[config.mk]
export PLATFORM = sky130hd
export DESIGN_NAME = sparc_ram_loader
export DESIGN_NICKNAME = d
export VERILOG_FILES = /design/src/rtl/sparc_ram_loader.sv
export SDC_FILE = /design/constraint.sdc
export NUM_CORES = 1
export LEC_CHECK = 0
export ABC_AREA = 1
export BUFFER_PORTS_ARGS = -buffer_cell sky130_fd_sc_hd__clkbuf_2
export CAP_MARGIN = 25
export CORE_UTILIZATION = 50
export DETAILED_ROUTE_END_ITERATION = 16
export GPL_TIMING_DRIVEN = 0
export PLACE_DENSITY = 0.71
export SYNTH_ARGS = -nofsm -noshare
export SYNTH_HDL_FRONTEND = slang
export SYNTH_SLANG_ARGS = --single-unit
[constraint.sdc]
create_clock -name Clk -period 3.65 [get_ports Clk]
set_input_delay 0.1825 -clock Clk [delete_from_list [all_inputs] [get_ports Clk]]
set_output_delay 0.1825 -clock Clk [all_outputs]
set_load 0.02 [all_outputs]
[src/rtl/sparc_ram_loader.sv]
// sparc_ram_loader
// -----------------------------------------------------------------------------
// Streaming RAM preload engine for the SPARC MPU memory port. It takes a byte
// stream, packs the bytes big-endian into byte, halfword or word units, and
// writes each unit over the MFA/MOC handshake. An optional read-back verifies
// each unit after it is written.
//
// Ports:
//   Clk, Clr             clock, asynchronous active-low reset
//   Start                one-cycle session start (sampled in IDLE only)
//   BaseAddr, Mode       first byte address and unit size (00 B, 01 H, 10 W)
//   In_Data/Valid/Last   byte stream in; In_Ready shows a byte is accepted
//   Mem_Addr/Data/Type   RAM request; Mem_MOV = MFA, Mem_RW 0 write / 1 read
//   Mem_DataIn, MOC      RAM read data and operation-complete
//   Busy, Done, Err      session status; Err is sticky until the next Start
//   ErrCode              01 align/mode, 10 MOC timeout, 11 verify mismatch
//   Count                units written in the current session (saturating)
// -----------------------------------------------------------------------------
module sparc_ram_loader #(
    parameter int unsigned AW      = 9,
    parameter int unsigned TIMEOUT = 15,
    parameter int unsigned VERIFY  = 0
) (
    input  logic          Clk,
    input  logic          Clr,
    input  logic          Start,
    input  logic [AW-1:0] BaseAddr,
    input  logic [1:0]    Mode,
    input  logic [7:0]    In_Data,
    input  logic          In_Valid,
    input  logic          In_Last,
    output logic          In_Ready,
    output logic [AW-1:0] Mem_Addr,
    output logic [31:0]   Mem_Data,
    output logic [1:0]    Mem_Type,
    output logic          Mem_MOV,
    output logic          Mem_RW,
    input  logic [31:0]   Mem_DataIn,
    input  logic          MOC,
    output logic          Busy,
    output logic          Done,
    output logic          Err,
    output logic [1:0]    ErrCode,
    output logic [AW:0]   Count
);

    localparam int unsigned TW = (TIMEOUT < 2) ? 1 : $clog2(TIMEOUT);
    localparam logic [AW:0] CountMax = {1'b1, {AW{1'b0}}};
    localparam logic [AW:0] CountOne = (AW+1)'(1);

    typedef enum logic [2:0] {
        StIdle, StCollect, StWrite, StRelease, StRead, StCheck, StDone, StErr
    } state_e;

    state_e        state_q, state_d;
    logic [AW-1:0] addr_q, addr_d;
    logic [1:0]    mode_q, mode_d;
    logic [31:0]   unit_q, unit_d;
    logic [2:0]    nbytes_q, nbytes_d;
    logic          last_q, last_d;
    logic [AW:0]   count_q, count_d;
    logic          err_q, err_d;
    logic [1:0]    errcode_q, errcode_d;
    logic [31:0]   rdata_q, rdata_d;
    logic [TW-1:0] tmo_q, tmo_d;

    logic [2:0]  unit_bytes;
    logic [31:0] unit_mask;
    logic [1:0]  byte_pos;
    logic        start_bad;
    logic        tmo_hit;
    logic        advance;
    logic        fail;
    logic [1:0]  fail_code;

    // Unit geometry from the latched mode; 11 is never latched.
    always_comb begin
        unit_bytes = 3'd4;
        unit_mask  = 32'hffff_ffff;
        if (mode_q == 2'b00) begin
            unit_bytes = 3'd1;
            unit_mask  = 32'h0000_00ff;
        end else if (mode_q == 2'b01) begin
            unit_bytes = 3'd2;
            unit_mask  = 32'h0000_ffff;
        end
    end

    // First byte of a unit lands in its most significant byte.
    assign byte_pos  = 2'(unit_bytes - 3'd1 - nbytes_q);
    assign start_bad = (Mode == 2'b11) ||
                       (Mode == 2'b01 && BaseAddr[0]) ||
                       (Mode == 2'b10 && (BaseAddr[1:0] != 2'b00));
    assign tmo_hit   = (tmo_q == TW'(TIMEOUT - 1));

    // State register
    always_ff @(posedge Clk or negedge Clr) begin
        if (!Clr) begin
            state_q   <= StIdle;
            addr_q    <= '0;
            mode_q    <= '0;
            unit_q    <= '0;
            nbytes_q  <= '0;
            last_q    <= 1'b0;
            count_q   <= '0;
            err_q     <= 1'b0;
            errcode_q <= '0;
            rdata_q   <= '0;
            tmo_q     <= '0;
        end else begin
            state_q   <= state_d;
            addr_q    <= addr_d;
            mode_q    <= mode_d;
            unit_q    <= unit_d;
            nbytes_q  <= nbytes_d;
            last_q    <= last_d;
            count_q   <= count_d;
            err_q     <= err_d;
            errcode_q <= errcode_d;
            rdata_q   <= rdata_d;
            tmo_q     <= tmo_d;
        end
    end

    // Next-state logic
    always_comb begin
        state_d   = state_q;
        addr_d    = addr_q;
        mode_d    = mode_q;
        unit_d    = unit_q;
        nbytes_d  = nbytes_q;
        last_d    = last_q;
        count_d   = count_q;
        err_d     = err_q;
        errcode_d = errcode_q;
        rdata_d   = rdata_q;
        advance   = 1'b0;
        fail      = 1'b0;
        fail_code = 2'b00;

        unique case (state_q)
            StIdle: begin
                if (Start) begin
                    err_d     = 1'b0;
                    errcode_d = 2'b00;
                    if (start_bad) begin
                        fail      = 1'b1;
                        fail_code = 2'b01;
                    end else begin
                        addr_d   = BaseAddr;
                        mode_d   = Mode;
                        count_d  = '0;
                        unit_d   = '0;
                        nbytes_d = '0;
                        last_d   = 1'b0;
                        state_d  = StCollect;
                    end
                end
            end
            StCollect: begin
                if (In_Valid) begin
                    unit_d[{byte_pos, 3'b000} +: 8] = In_Data;
                    nbytes_d = nbytes_q + 3'd1;
                    last_d   = In_Last;
                    if ((nbytes_q + 3'd1 == unit_bytes) || In_Last) begin
                        state_d = StWrite;
                    end
                end
            end
            StWrite: begin
                if (MOC) begin
                    if (count_q != CountMax) begin
                        count_d = count_q + CountOne;
                    end
                    state_d = StRelease;
                end else if (tmo_hit) begin
                    fail      = 1'b1;
                    fail_code = 2'b10;
                end
            end
            StRelease: begin
                // MOC must fall before the next request is issued.
                if (!MOC) begin
                    if (VERIFY != 0) begin
                        state_d = StRead;
                    end else begin
                        advance = 1'b1;
                    end
                end else if (tmo_hit) begin
                    fail      = 1'b1;
                    fail_code = 2'b10;
                end
            end
            StRead: begin
                if (MOC) begin
                    rdata_d = Mem_DataIn;
                    state_d = StCheck;
                end else if (tmo_hit) begin
                    fail      = 1'b1;
                    fail_code = 2'b10;
                end
            end
            StCheck: begin
                if (!MOC) begin
                    if ((rdata_q & unit_mask) != unit_q) begin
                        fail      = 1'b1;
                        fail_code = 2'b11;
                    end else begin
                        advance = 1'b1;
                    end
                end else if (tmo_hit) begin
                    fail      = 1'b1;
                    fail_code = 2'b10;
                end
            end
            StDone:  state_d = StIdle;
            StErr:   state_d = StIdle;
            default: state_d = StIdle;
        endcase

        // Unit fully committed: finish the session or open the next unit.
        if (advance) begin
            if (last_q) begin
                state_d = StDone;
            end else begin
                addr_d   = addr_q + AW'(unit_bytes);
                unit_d   = '0;
                nbytes_d = '0;
                state_d  = StCollect;
            end
        end

        if (fail) begin
            err_d     = 1'b1;
            errcode_d = fail_code;
            state_d   = StErr;
        end

        // Restarts on every state change, so each timed phase starts at zero.
        tmo_d = (state_d != state_q) ? '0 : tmo_q + TW'(1);
    end

    // Output decode
    always_comb begin
        In_Ready = 1'b0;
        Mem_MOV  = 1'b0;
        Mem_RW   = 1'b0;
        Busy     = 1'b1;
        Done     = 1'b0;
        unique case (state_q)
            StIdle:    Busy = 1'b0;
            StCollect: In_Ready = 1'b1;
            StWrite:   Mem_MOV = 1'b1;
            StRead: begin
                Mem_MOV = 1'b1;
                Mem_RW  = 1'b1;
            end
            StDone: begin
                Busy = 1'b0;
                Done = 1'b1;
            end
            StErr:   Busy = 1'b0;
            default: ;
        endcase
    end

    assign Mem_Addr = addr_q;
    assign Mem_Data = unit_q;
    assign Mem_Type = mode_q;
    assign Err      = err_q;
    assign ErrCode  = errcode_q;
    assign Count    = count_q;

endmodule

; ---- Word-level counts from Yosys, hierarchy flattened
; Cells that the tools add are included.
[classes]
reduce_logical = 20
shifts = 2
eq_ne = 21
n_mux = 73
n_bitwise = 2
add_sub_neg = 7
[ops]
columns = operator, count
row1 = $mux 32, 7
row2 = $pmux 32 s2, 1
row3 = $mux 3, 16
row4 = $mux 9, 5
row5 = $mux 10, 4
row6 = $and 32x32->32, 1
row7 = $bwmux 32, 1
row8 = $ne 32x32->1, 1
row9 = $shift 8x7->32 const A, 1
row10 = $shiftx 8x7->32, 1
row11 = $mux 1, 23
row12 = $pmux 10 s2, 1
row13 = $mux 2, 8
row14 = $pmux 3 s5, 1
row15 = $eq 3x3->1 const B, 4
row16 = $add 10x1->10 const B, 1
row17 = $ne 10x10->1 const B, 1
row18 = $ne 2x2->1 const B, 5
row19 = $reduce_bool 2->1, 5
row20 = $add 9x3->9, 1
row21 = $pmux 2 s4, 1
row22 = $neg 5->7, 1
row23 = $eq 3x2->1 const B, 2
row24 = $pmux 3 s2, 1
row25 = 24 further kinds, 32
[totals]
inputBits = 57
register_bits = 99
out_inout_bits = 61

; ---- Logic depth before layout (Yosys ltp)
; Gate-level depths: netlist of run 1.
[depth]
ltp_word = 12
ltp_mapped = 20
mapped_depth_nobuf = 18

; ---- Worst setup path after synthesis of run 1
; Ideal clock, no wire load.
[synth_timing]
path_type = flip-flop to flip-flop
from = reg mode_q[1] (netlist: Mem_Type[1])
to = reg unit_q[29] (netlist: Mem_Data[29])
slack_ns = 0.663
path_stages_with_launch = 16
arrival_ns = 2.909
required_time_ns = 3.573
setup_time_ns = 0.077
path_buffers = 4
cell_sequence = dfrtp_1 inv_2 nand2_4 buf_6 inv_1 ha_1 clkbuf_1 inv_1 clkbuf_1 ha_1 inv_1 clkbuf_1 nand2_1 o32ai_1 nand2_1 a21oi_1
[synth_via]
elab_chain_cells = 12
[synth_rtl]
columns = item, line_no
row1 = start: declaration, 57  ; logic [1:0] mode_q, mode_d;
row2 = start signal: assignment, 113  ; mode_q <= mode_d;
row3 = $eq 2x1->1, 83  ; end else if (mode_q == 2'b01) begin
row4 = $mux 3, 83
row5 = $mux 3, 80  ; if (mode_q == 2'b00) begin
row6 = $sub 2x1->2, 90  ; assign byte_pos = 2'(unit_bytes - 3'd1 - nbytes_q);
row7 = $sub 2x2->2, 90
row8 = $neg 5->7, 162  ; unit_d[{byte_pos, 3'b000} +: 8] = In_Data;
row9 = $shiftx 8x7->32 / $shift 8x7->32 (equally long branches), 162
row10 = $bwmux 32, 162
row11 = $mux 32, 161  ; if (In_Valid) begin
row12 = $pmux 32 s2, 141  ; unique case (state_q)
row13 = $mux 32, 223  ; if (last_q) begin
row14 = $mux 32 (*), 222  ; if (advance) begin
row15 = named net unit_d[29], 58  ; logic [31:0] unit_q, unit_d;
row16 = end signal: assignment, 114  ; unit_q <= unit_d;
row17 = end: declaration, 58
; Mark *: on every way through the listed nets, which the timed path passes. The rest lies on a longest branch.
; A chain may end at the register's enable or synchronous reset.

; ---- Final worst setup path of run 1
; Ends and elaborated chain as after synthesis.

==> results of run 1 <==
==> synth_stat cells (all sizes together) <==
cell type	instances
nand4	13
buf	13
mux2	28
inv	75
nor3	9
a21oi	66
and2	1
nand3b	8
a31oi	2
a22oi	2
nand2	219
mux2i	6
fa	1
clkinv	2
o21ai	21
nor4	2
a221oi	1
clkbuf	13
and3	2
xnor2	2
ha	14
dfrtp	99
nor2	75
o22ai	5
xor2	21
o32ai	8
nand3	35
==> layout make-up <==
type / count / area [sq um]
fillers: 982 / 4190
multi-input cells: 541 / 2880
flip-flops and latches: 99 / 2480
repair buffers: 118 / 621
inverters: 77 / 289
clock buffers: 12 / 246
well taps: 140 / 175
plain buffers: 26 / 143
clock inverters: 4 / 50.0
==> through the flow <==
step	instances	utilization, %	hold WS [ps]
2_1_floorplan	743	-	-113
3_5_place_dp	1000	59.4	277
5_1_grt	1017	62.1	55.2
3_3_place_gp	999	59.1	415
4_1_cts	1017	62.1	49.5
6_report	1017	62.1	62.1
==> timing repair <==
item / CTS / global route
hold buffers: 1 / 0
hold endpoints to repair: 46 / 0
endpoints found under the setup margin: 0 / 26
resized for setup: 0 / 4
==> path summary, 6_finish.rpt <==
kind / end / slack (ps) / depth (start not counted)
hold reg to reg: ErrCode[1] / 480 / 2
setup / recovery: Mem_Data[29] / 310 / 15
min in group asynchronous: Count[2] / 440 / 2
setup reg to reg: Mem_Data[29] / 310 / 15
max in group asynchronous: rdata_q[20] / 2510 / 3
hold / removal: rdata_q[16] / 60 / 2
==> state kept, by name, summed over array words and instances, names as in the netlist <==
register and cells:
Count 10, last_q 1, Mem_Type 2, nbytes_q 3
Err 1, ErrCode 2, Mem_Data 32, rdata_q 32
Mem_Addr 9, tmo_q 4, state_q 3
==> routing by layer <==
layer  up-vias  global-route usage [%]
met3        32                    5.99
li1       2672                       -
met1      2577                    35.5
met2       188                    44.7
met5         -                       0
met4         0                    10.6
==> cells by family after synthesis <==
logic type	synth area share, %
AOI/OAI and AO/OA	9.90
buffers and inverters	7.41
xor gates and xnor gates	3.48
muxes	6.48
adders and majority gates	3.37
and+or+nand+nor	26.6
DFF	42.8
==> where the power goes <==
part	internal [uW]	switching, uW
combinational	1030	1920
clock	550	408
sequential	1480	355
total	3060	2680
==> results by group, run 1 <==
Outcome
  • Status: finished, final reports clean

Power and ir drop
  • Pleak: 0.00357 uW
  • VDD IR max: 0.000561 V
  • Total power: 5740 uW
  • Pwr dens: 834 nW/um^2

Global routing
  • Overall Global Routing Usage: 27.4%
  • Total congestion overflow: 0
  • Initial antenna violation count: 0
  • First-pass GRT wire length: 24,900 microns
  • Vias in the first global route: 5,175
  • Pin count of the biggest net entering global routing: 54

Setup path
  • WP buf/inv: 8
  • Worst Path Arrival: 3600 ps
  • Crit Path Max Fanout: 12
  • Worst path cell trace: inv_2, nand2_4, buf_6, inv_1, ha_1, clkbuf_1, inv_1, clkbuf_2, ha_1, inv_1, clkbuf_2, nand2_1, o32ai_1, nand2_1, a21oi_1
  • CP max stage cell: dfrtp_1
  • Crit path required time: 3920 ps
  • Critical Path End Type: flip-flop
  • Reg-to-reg critical path startpoint: Mem_Type[1]
  • Most frequent CP cell: inv_1
  • Crit path kind: flip-flop to flip-flop
  • Slowest Stage Delay on Critical Path: 490 ps
  • Critical path origin: Mem_Type[1]
  • Critical path's top delay family: buffers and inverters
  • Worst setup SP type: flip-flop

Drt
  • Drt first-iter violations: 413
  • 1st-pass router iterations: 6
  • Met2 wire length: 7290 microns
  • DRC Markers: 0
  • Routed Antenna Nets: 0
  • Met3 WL: 937 microns
  • DRT Wirelength: 15,500 microns
  • Top Layer Used: met4
  • Post-detailed-route via-to-cell ratio: 5.38
  • Total number of vias: 5,469
  • Met1 WL: 6820 microns
  • Per-cell routed wire length: 15.2 microns

Logic synthesis
  • Syn_nets: 815
  • Yosys top cell by area: dfrtp_1
  • Synthesized area: 5790 sq um
  • Yosys warnings: 0
  • Synth Instances: 743
  • Netlist cell types: 35
  • Synth Register Bits: 99
  • Seq/Total Area, Yosys: 42.8%
  • Top cell type's share of synthesized area: 42.8%
  • Avg Inst Size Synth: 7.79 sq um
  • Synth top area cells: dfrtp_1, nand2_1, a21oi_1, mux2_2, nor2_1

Die
  • Initial core utilization: 52.3%
  • # IOs: 118
  • Core Area: 11,100 sq um
  • Die H: 110 microns
  • Chip Width: 110 microns
  • Site Rows: 38
  • Die area: 12,000 sq um

Final layout
  • Final nets: 944
  • Most frequent cells in the layout: nand2_1, clkbuf_2, dfrtp_1
  • Commonest non-fill, non-tap cell in the layout: nand2_1
  • Synth-to-Final Area Change: 18.9%
  • Design area: 6880 sq um
  • Fraction of layout cells with a size suffix above 1: 20.9%
  • N_diodes: 0

STA
  • RSZ-0062 raised after global routing: false
  • Final period utilization: 91.4%
  • Hold Violations, Final: 0
  • Worst-margin pin slew: 676 ps
  • Final Critical Period: 3340 ps
  • Worst setup margin: 315 ps
  • Fin. max-slew vios: 0
  • Final Skew: 6.85 ps
  • Relative slew margins: 55.0%
  • Max Fclk: 300 MHz
  • Final setup vio count: 0
  • Setup TNS: 0 ps

Clocking
  • Clk Latency, worst-skew pair: 350 ps
  • Clk root buf: clkbuf_16
  • # Post-CTS Setup Buffers: 0
  • Clock sinks: 99
  • CTS tree: done
  • Clock slew at the register clock pins of the worst setup and hold paths: 70 ps
  • H-tree depth: 3
  • Bufs on Longest Clock Path: 2
  • TritonCTS Buffers: 9

Placed design
  • Hpwl dp: 11,800 microns
  • PortBufs: 116
  • Area after DPL: 6580 sq um
  • Worst slack, placed: 144 ps
  • Placer Congestion: 0.937

Min path
  • Hold Startpoint: Mem_DataIn[16]
  • Worst hold path class: input port to flip-flop

Flow run
  • Max-Cap Viols: 0
(Power assumes the default switching activity.)
==> run 2: changes to the inputs <==
--- a/config.mk
+++ b/config.mk
@@ -11,6 +11,7 @@
 export CORE_UTILIZATION = 50
 export DETAILED_ROUTE_END_ITERATION = 16
 export GPL_TIMING_DRIVEN = 0
+export HOLD_SLACK_MARGIN = 0.08
 export PLACE_DENSITY = 0.71
 export SYNTH_ARGS = -nofsm -noshare
 export SYNTH_HDL_FRONTEND = slang
==> run 2 against run 1 <==
Flip-flop and latch count is the same. Clock power grew 0.4%. Non-clock buffer count grew 31. Clock skew is essentially flat. Sequential power is essentially flat.
==> results by group, run 2 (same netlist as run 1, synthesis figures left out) <==
Setup path
  • WP buf/inv: 7
  • Worst setup SP type: flip-flop
  • Worst path cell trace: inv_2, nand2_4, buf_6, inv_1, ha_1, clkbuf_1, inv_1, clkbuf_2, ha_1, nand2_1, inv_1, nand4_1, o21ai_0, nand2_1, a21oi_1
  • Critical path's top delay family: buffers and inverters
  • Critical Path End Type: flip-flop
  • Reg-to-reg critical path startpoint: Mem_Type[1]
  • Slowest Stage Delay on Critical Path: 490 ps
  • Worst Path Arrival: 3620 ps
  • Crit Path Max Fanout: 12
  • Most frequent CP cell: inv_1
  • Critical path origin: Mem_Type[1]
  • CP max stage cell: dfrtp_1
  • Crit path kind: flip-flop to flip-flop
  • Crit path required time: 3920 ps

Global routing
  • GR peak layer: met2
  • Pin count of the biggest net entering global routing: 54
  • Vias in the first global route: 5,383
  • GR Util met2: 46.5%
  • Overall Global Routing Usage: 28.1%
  • Total congestion overflow: 0
  • Initial antenna violation count: 0
  • Met1 Use GR: 35.8%
  • GR met3 Demand/Resource: 6.46%
  • First-pass GRT wire length: 25,700 microns

STA
  • RSZ-0062 raised after global routing: false
  • Final Critical Period: 3350 ps
  • Relative slew margins: 55.2%
  • Max Fclk: 299 MHz
  • Fin. max-slew vios: 0
  • Final period utilization: 91.6%
  • Final setup vio count: 0
  • Final Skew: 7.34 ps
  • Worst-margin pin slew: 672 ps
  • Setup TNS: 0 ps
  • Hold Violations, Final: 0

Outcome
  • Status: finished, final reports clean

Die
  • Initial core utilization: 52.3%
  • # IOs: 118
  • Core Area: 11,100 sq um
  • Die area: 12,000 sq um
  • Chip Width: 110 microns
  • Site Rows: 38
  • Die H: 110 microns

Drt
  • 1st-pass router iterations: 5
  • Drt first-iter violations: 418
  • DRT Wirelength: 15,900 microns
  • Post-detailed-route via-to-cell ratio: 5.35
  • Total number of vias: 5,611
  • Routed Antenna Nets: 0
  • Per-cell routed wire length: 15.1 microns
  • DRC Markers: 0

Clocking
  • TritonCTS Buffers: 9
  • # Post-CTS Setup Buffers: 0
  • Clock sinks: 99
  • Clock slew at the register clock pins of the worst setup and hold paths: 70 ps
  • CTS tree: done
  • H-tree depth: 3
  • Bufs on Longest Clock Path: 2
  • Clk Latency, worst-skew pair: 350 ps
  • Clk root buf: clkbuf_16

Placed design
  • DP Cell Count: 1,000
  • Hpwl dp: 11,800 microns
  • Placer Congestion: 0.937
  • PortBufs: 116

Power and ir drop
  • VDD IR max: 0.000561 V
  • Pleak: 0.00370 uW
  • Pwr dens: 803 nW/um^2

Min path
  • Worst hold path class: input port to flip-flop
  • Hold Startpoint: Mem_DataIn[5]

Flow run
  • Max-Cap Viols: 0

Final layout
  • Synth-to-Final Area Change: 24.3%
  • N_diodes: 0
  • Final non-filler cell total: 1,048
  • Most frequent cells in the layout: nand2_1, clkbuf_2, dfrtp_1
  • Post-Route Utilization: 64.9%
  • Commonest non-fill, non-tap cell in the layout: nand2_1
  • Final nets: 975
  • Fraction of layout cells with a size suffix above 1: 20.2%
run 2: changes by cell type in the layout (fill, tap and decap cells not counted):
cell / previous run / this run
dlygate4sd3_1: 1 / 32
run 2: metrics by stage:
| stage | power (uW) | hold slack (ps) | instance area [sq um] | setup slack (ps) |
|---|---|---|---|---|
| 6_report | 5780 | 94.6 | 7190 | 305 |
| 5_1_grt | 6240 | 92.3 | 7190 | 12.0 |
| 4_1_cts | 5760 | 85.0 | 7180 | 113 |
| 3_5_place_dp | 4760 | 277 | 6580 | 144 |
| 3_3_place_gp | 4650 | 415 | 6550 | 207 |
| 2_1_floorplan | 3890 | -113 | 5790 | 663 |
run 2: where the power goes:
group	internal (uW)	switching [uW]
combinational	1050	1930
clock	550	412
sequential	1480	357
total	3080	2700
run 2: layout make-up:
| cell class | instances | area, sq um |
|---|---|---|
| plain buffers | 26 | 143 |
| clock buffers | 12 | 246 |
| clock inverters | 4 | 50.0 |
| fillers | 949 | 3880 |
| inverters | 77 | 289 |
| multi-input cells | 541 | 2880 |
| flip-flops and latches | 99 | 2480 |
| well taps | 140 | 175 |
| repair buffers | 149 | 931 |
run 2: final timing paths:
| kind | end | slack, ps | cells after the start |
|---|---|---|---|
| worst max register to register | Mem_Data[6] | 300 | 15 |
| worst min-delay path | rdata_q[5] | 90 | 3 |
| min in group asynchronous | Count[2] | 440 | 2 |
| max in group asynchronous | rdata_q[20] | 2510 | 3 |
| worst min register to register | ErrCode[1] | 480 | 2 |
| worst max-delay path | Mem_Data[6] | 300 | 15 |
run 2: metal layers:
layer,share of wire (%),wire length [microns]
met1,44,7020
met4,2.6,418
met2,48,7600
met3,5.1,813
met5,0,0
run 2: timing repair:
item                                   4_1_cts  5_1_grt
setup endpoints to repair                    0       26
hold buffers                                31        1
endpoints found under the hold margin       76        1
gates resized for setup                      0        4
run 2: worst reg2reg max path, stage by stage, from the launching register on:
cell	delay [ps]
dfrtp_1	490
inv_2	110
nand2_4	120
buf_6	150
inv_1	80
ha_1	310
clkbuf_1	200
inv_1	150
clkbuf_2	290
ha_1	200
nand2_1	130
inv_1	220
nand4_1	340
o21ai_0	260
nand2_1	70
a21oi_1	150
==> run 3: changes to the inputs <==
--- a/config.mk
+++ b/config.mk
@@ -8,6 +8,8 @@
 export ABC_AREA = 1
 export BUFFER_PORTS_ARGS = -buffer_cell sky130_fd_sc_hd__clkbuf_2
 export CAP_MARGIN = 25
+export CORE_ASPECT_RATIO = 0.6
+export CORE_MARGIN = 2
 export CORE_UTILIZATION = 50
 export DETAILED_ROUTE_END_ITERATION = 16
 export GPL_TIMING_DRIVEN = 0
==> run 3 against run 2 <==
Clock skew decreased by 1.2 ps. Clock-buffer cell count decreased by 1. Largest cell class unchanged. Worst setup slack improved by 2.9 ps.
==> results by group, run 3 (same netlist as run 1, synthesis figures left out) <==
Die
  • Site Rows: 30
  • Chip Width: 143 microns
  • Initial core utilization: 51.2%
  • Core Area: 11,300 sq um
  • # IOs: 118
  • Die H: 87.4 microns
  • Die area: 12,500 sq um

Final layout
  • Synth-to-Final Area Change: 24.8%
  • Most frequent cells in the layout: nand2_1, clkbuf_2, dfrtp_1
  • N_diodes: 0
  • Commonest non-fill, non-tap cell in the layout: nand2_1
  • Fraction of layout cells with a size suffix above 1: 20.4%
  • Multi-input gate area: 2880 sq um
  • Final nets: 971
  • FF+latch area: 2480 sq um
  • # fillers: 997

Setup path
  • WP buf/inv: 6
  • Critical path origin: Mem_Type[1]
  • Worst setup SP type: flip-flop
  • R2R cell count: 15
  • Critical Path End Type: flip-flop
  • Worst R2R End: Mem_Data[17]
  • Critical path's top delay family: simple AND/OR/NAND/NOR gates
  • Crit path to: Mem_Data[17]
  • Critical path depth: 15
  • CP max stage cell: dfrtp_1
  • Slowest Stage Delay on Critical Path: 530 ps
  • Reg-to-reg critical path startpoint: Mem_Type[1]
  • Crit path kind: flip-flop to flip-flop
  • Crit path required time: 3920 ps
  • Worst path cell trace: inv_2, nand2_4, buf_6, inv_1, ha_1, clkbuf_2, inv_1, clkbuf_2, ha_1, nand2_1, nor2_1, nand2_1, a21oi_1, a21oi_1, nor2_1
  • Reg2Reg Setup Slack: 310 ps
  • Worst Path Arrival: 3620 ps
  • Crit Path Max Fanout: 12

Placed design
  • Hpwl dp: 12,400 microns
  • PortBufs: 116
  • Placer Congestion: 0.928

Drt
  • Per-cell routed wire length: 15.2 microns
  • DRT Wirelength: 16,200 microns
  • Drt first-iter violations: 471
  • Routed Antenna Nets: 0
  • Post-detailed-route via-to-cell ratio: 5.24
  • Total number of vias: 5,573
  • 1st-pass router iterations: 5
  • DRC Markers: 0

STA
  • Final setup vio count: 0
  • Fin. max-slew vios: 0
  • Hold Violations, Final: 0
  • Setup TNS: 0 ps
  • Max Fclk: 299 MHz
  • Final period utilization: 91.6%
  • Final Skew: 6.14 ps
  • Relative slew margins: 58.0%
  • Final Critical Period: 3340 ps
  • Worst-margin pin slew: 630 ps
  • RSZ-0062 raised after global routing: false

Global routing
  • Vias in the first global route: 5,071
  • Initial antenna violation count: 0
  • Overall Global Routing Usage: 26.5%
  • Total congestion overflow: 0
  • First-pass GRT wire length: 25,400 microns
  • Pin count of the biggest net entering global routing: 59

Power and ir drop
  • Internal: 3220 uW
  • Clk network pwr share: 18.5%
  • Combinational power share: 50.5%
  • Total power: 5930 uW
  • Sw Share: 45.8%
  • VDD IR max: 0.000375 V
  • Reported net switching power: 2720 uW
  • Pleak: 0.00371 uW
  • Pwr dens: 821 nW/um^2
  • Flop pwr share: 31.0%

Clocking
  • Bufs on Longest Clock Path: 2
  • CTS tree: done
  • Clock sinks: 99
  • Clock slew at the register clock pins of the worst setup and hold paths: 70 ps
  • TritonCTS Buffers: 9
  • Clk Latency, worst-skew pair: 340 ps
  • Clk root buf: clkbuf_16
  • H-tree depth: 3

Outcome
  • Status: finished, final reports clean

Flow run
  • Max-Cap Viols: 0

Min path
  • Hold Startpoint: Mem_DataIn[30]
  • Worst hold path class: input port to flip-flop
==> run 3: changes by cell type in the layout (fill, tap and decap cells not counted), sizes merged <==
| cell | delta |
|---|---|
| dlygate4sd3 | -4 |
| clkinvlp | -2 |
| clkbuf | -1 |
| bufinv | +2 |
==> run 3: repair_timing <==
action                                  in CTS  in global routing
buffers inserted                             0                  0
endpoints found under the setup margin       0                 26
hold buffers                                28                  0
hold endpoints to repair                    68                  0
gates resized for setup                      0                  6
==> run 3: how the worst min path moves through the flow <==
stage             endpoint  slack, ps  cells after the start
3_3_place_gp   rdata_q[19]        420                      2
5_1_grt        rdata_q[14]         80                      2
2_1_floorplan     Count[0]       -110                      0
4_1_cts        rdata_q[14]         80                      2
6_report       rdata_q[30]         90                      2
3_5_place_dp   Mem_Addr[4]        260                      1
==> run 3: power groups by stage <==
stage | logic (uW) | registers [uW] | clock network (uW)
detailed placement | 2920 | 1850 | 0
CTS | 2960 | 1830 | 1110
finish | 3000 | 1840 | 1100
floorplan | 1930 | 1960 | 0
global placement | 2810 | 1820 | 0
global route | 3310 | 1890 | 1160
==> run 3: per-layer routing <==
layer  global-route usage, %  share of wire, %  vias up
li1                        -                 -     2723
met1                    40.0                48     2604
met2                    38.9                42      229
met3                    5.00               8.4       17
met4                    6.93               1.4        0
met5                       0                 0        -
==> run 3: layout make-up <==
| cell class | instances | share of cell area, % |
|---|---|---|
| plain buffers | 26 | 1.99 |
| clock inverters | 4 | 1.37 |
| repair buffers | 145 | 12.3 |
| well taps | 160 | 2.77 |
| inverters | 77 | 4.00 |
| flip-flops and latches | 99 | 34.3 |
| clock buffers | 11 | 3.36 |
| multi-input cells | 541 | 39.9 |
==> run 3: worst register-to-register path, stage by stage, from the launching register on <==
cell	delay, ps
dfrtp_1	530
inv_2	110
nand2_4	130
buf_6	150
inv_1	100
ha_1	330
clkbuf_2	190
inv_1	120
clkbuf_2	260
ha_1	190
nand2_1	200
nor2_1	440
nand2_1	160
a21oi_1	170
a21oi_1	60
nor2_1	120
==> run 3: per-stage QoR <==
step | util, % | hold WS (ps) | area [sq um] | cells | setup WS [ps]
floorplan | - | -113 | 5790 | 743 | 663
global placement | 58.2 | 415 | 6570 | 1019 | 216
detailed placement | 58.4 | 262 | 6600 | 1020 | 126
CTS | 63.9 | 83.7 | 7220 | 1063 | 88.8
global route | 64.0 | 81.7 | 7230 | 1063 | 28.3
finish | 64.0 | 90.7 | 7230 | 1063 | 308
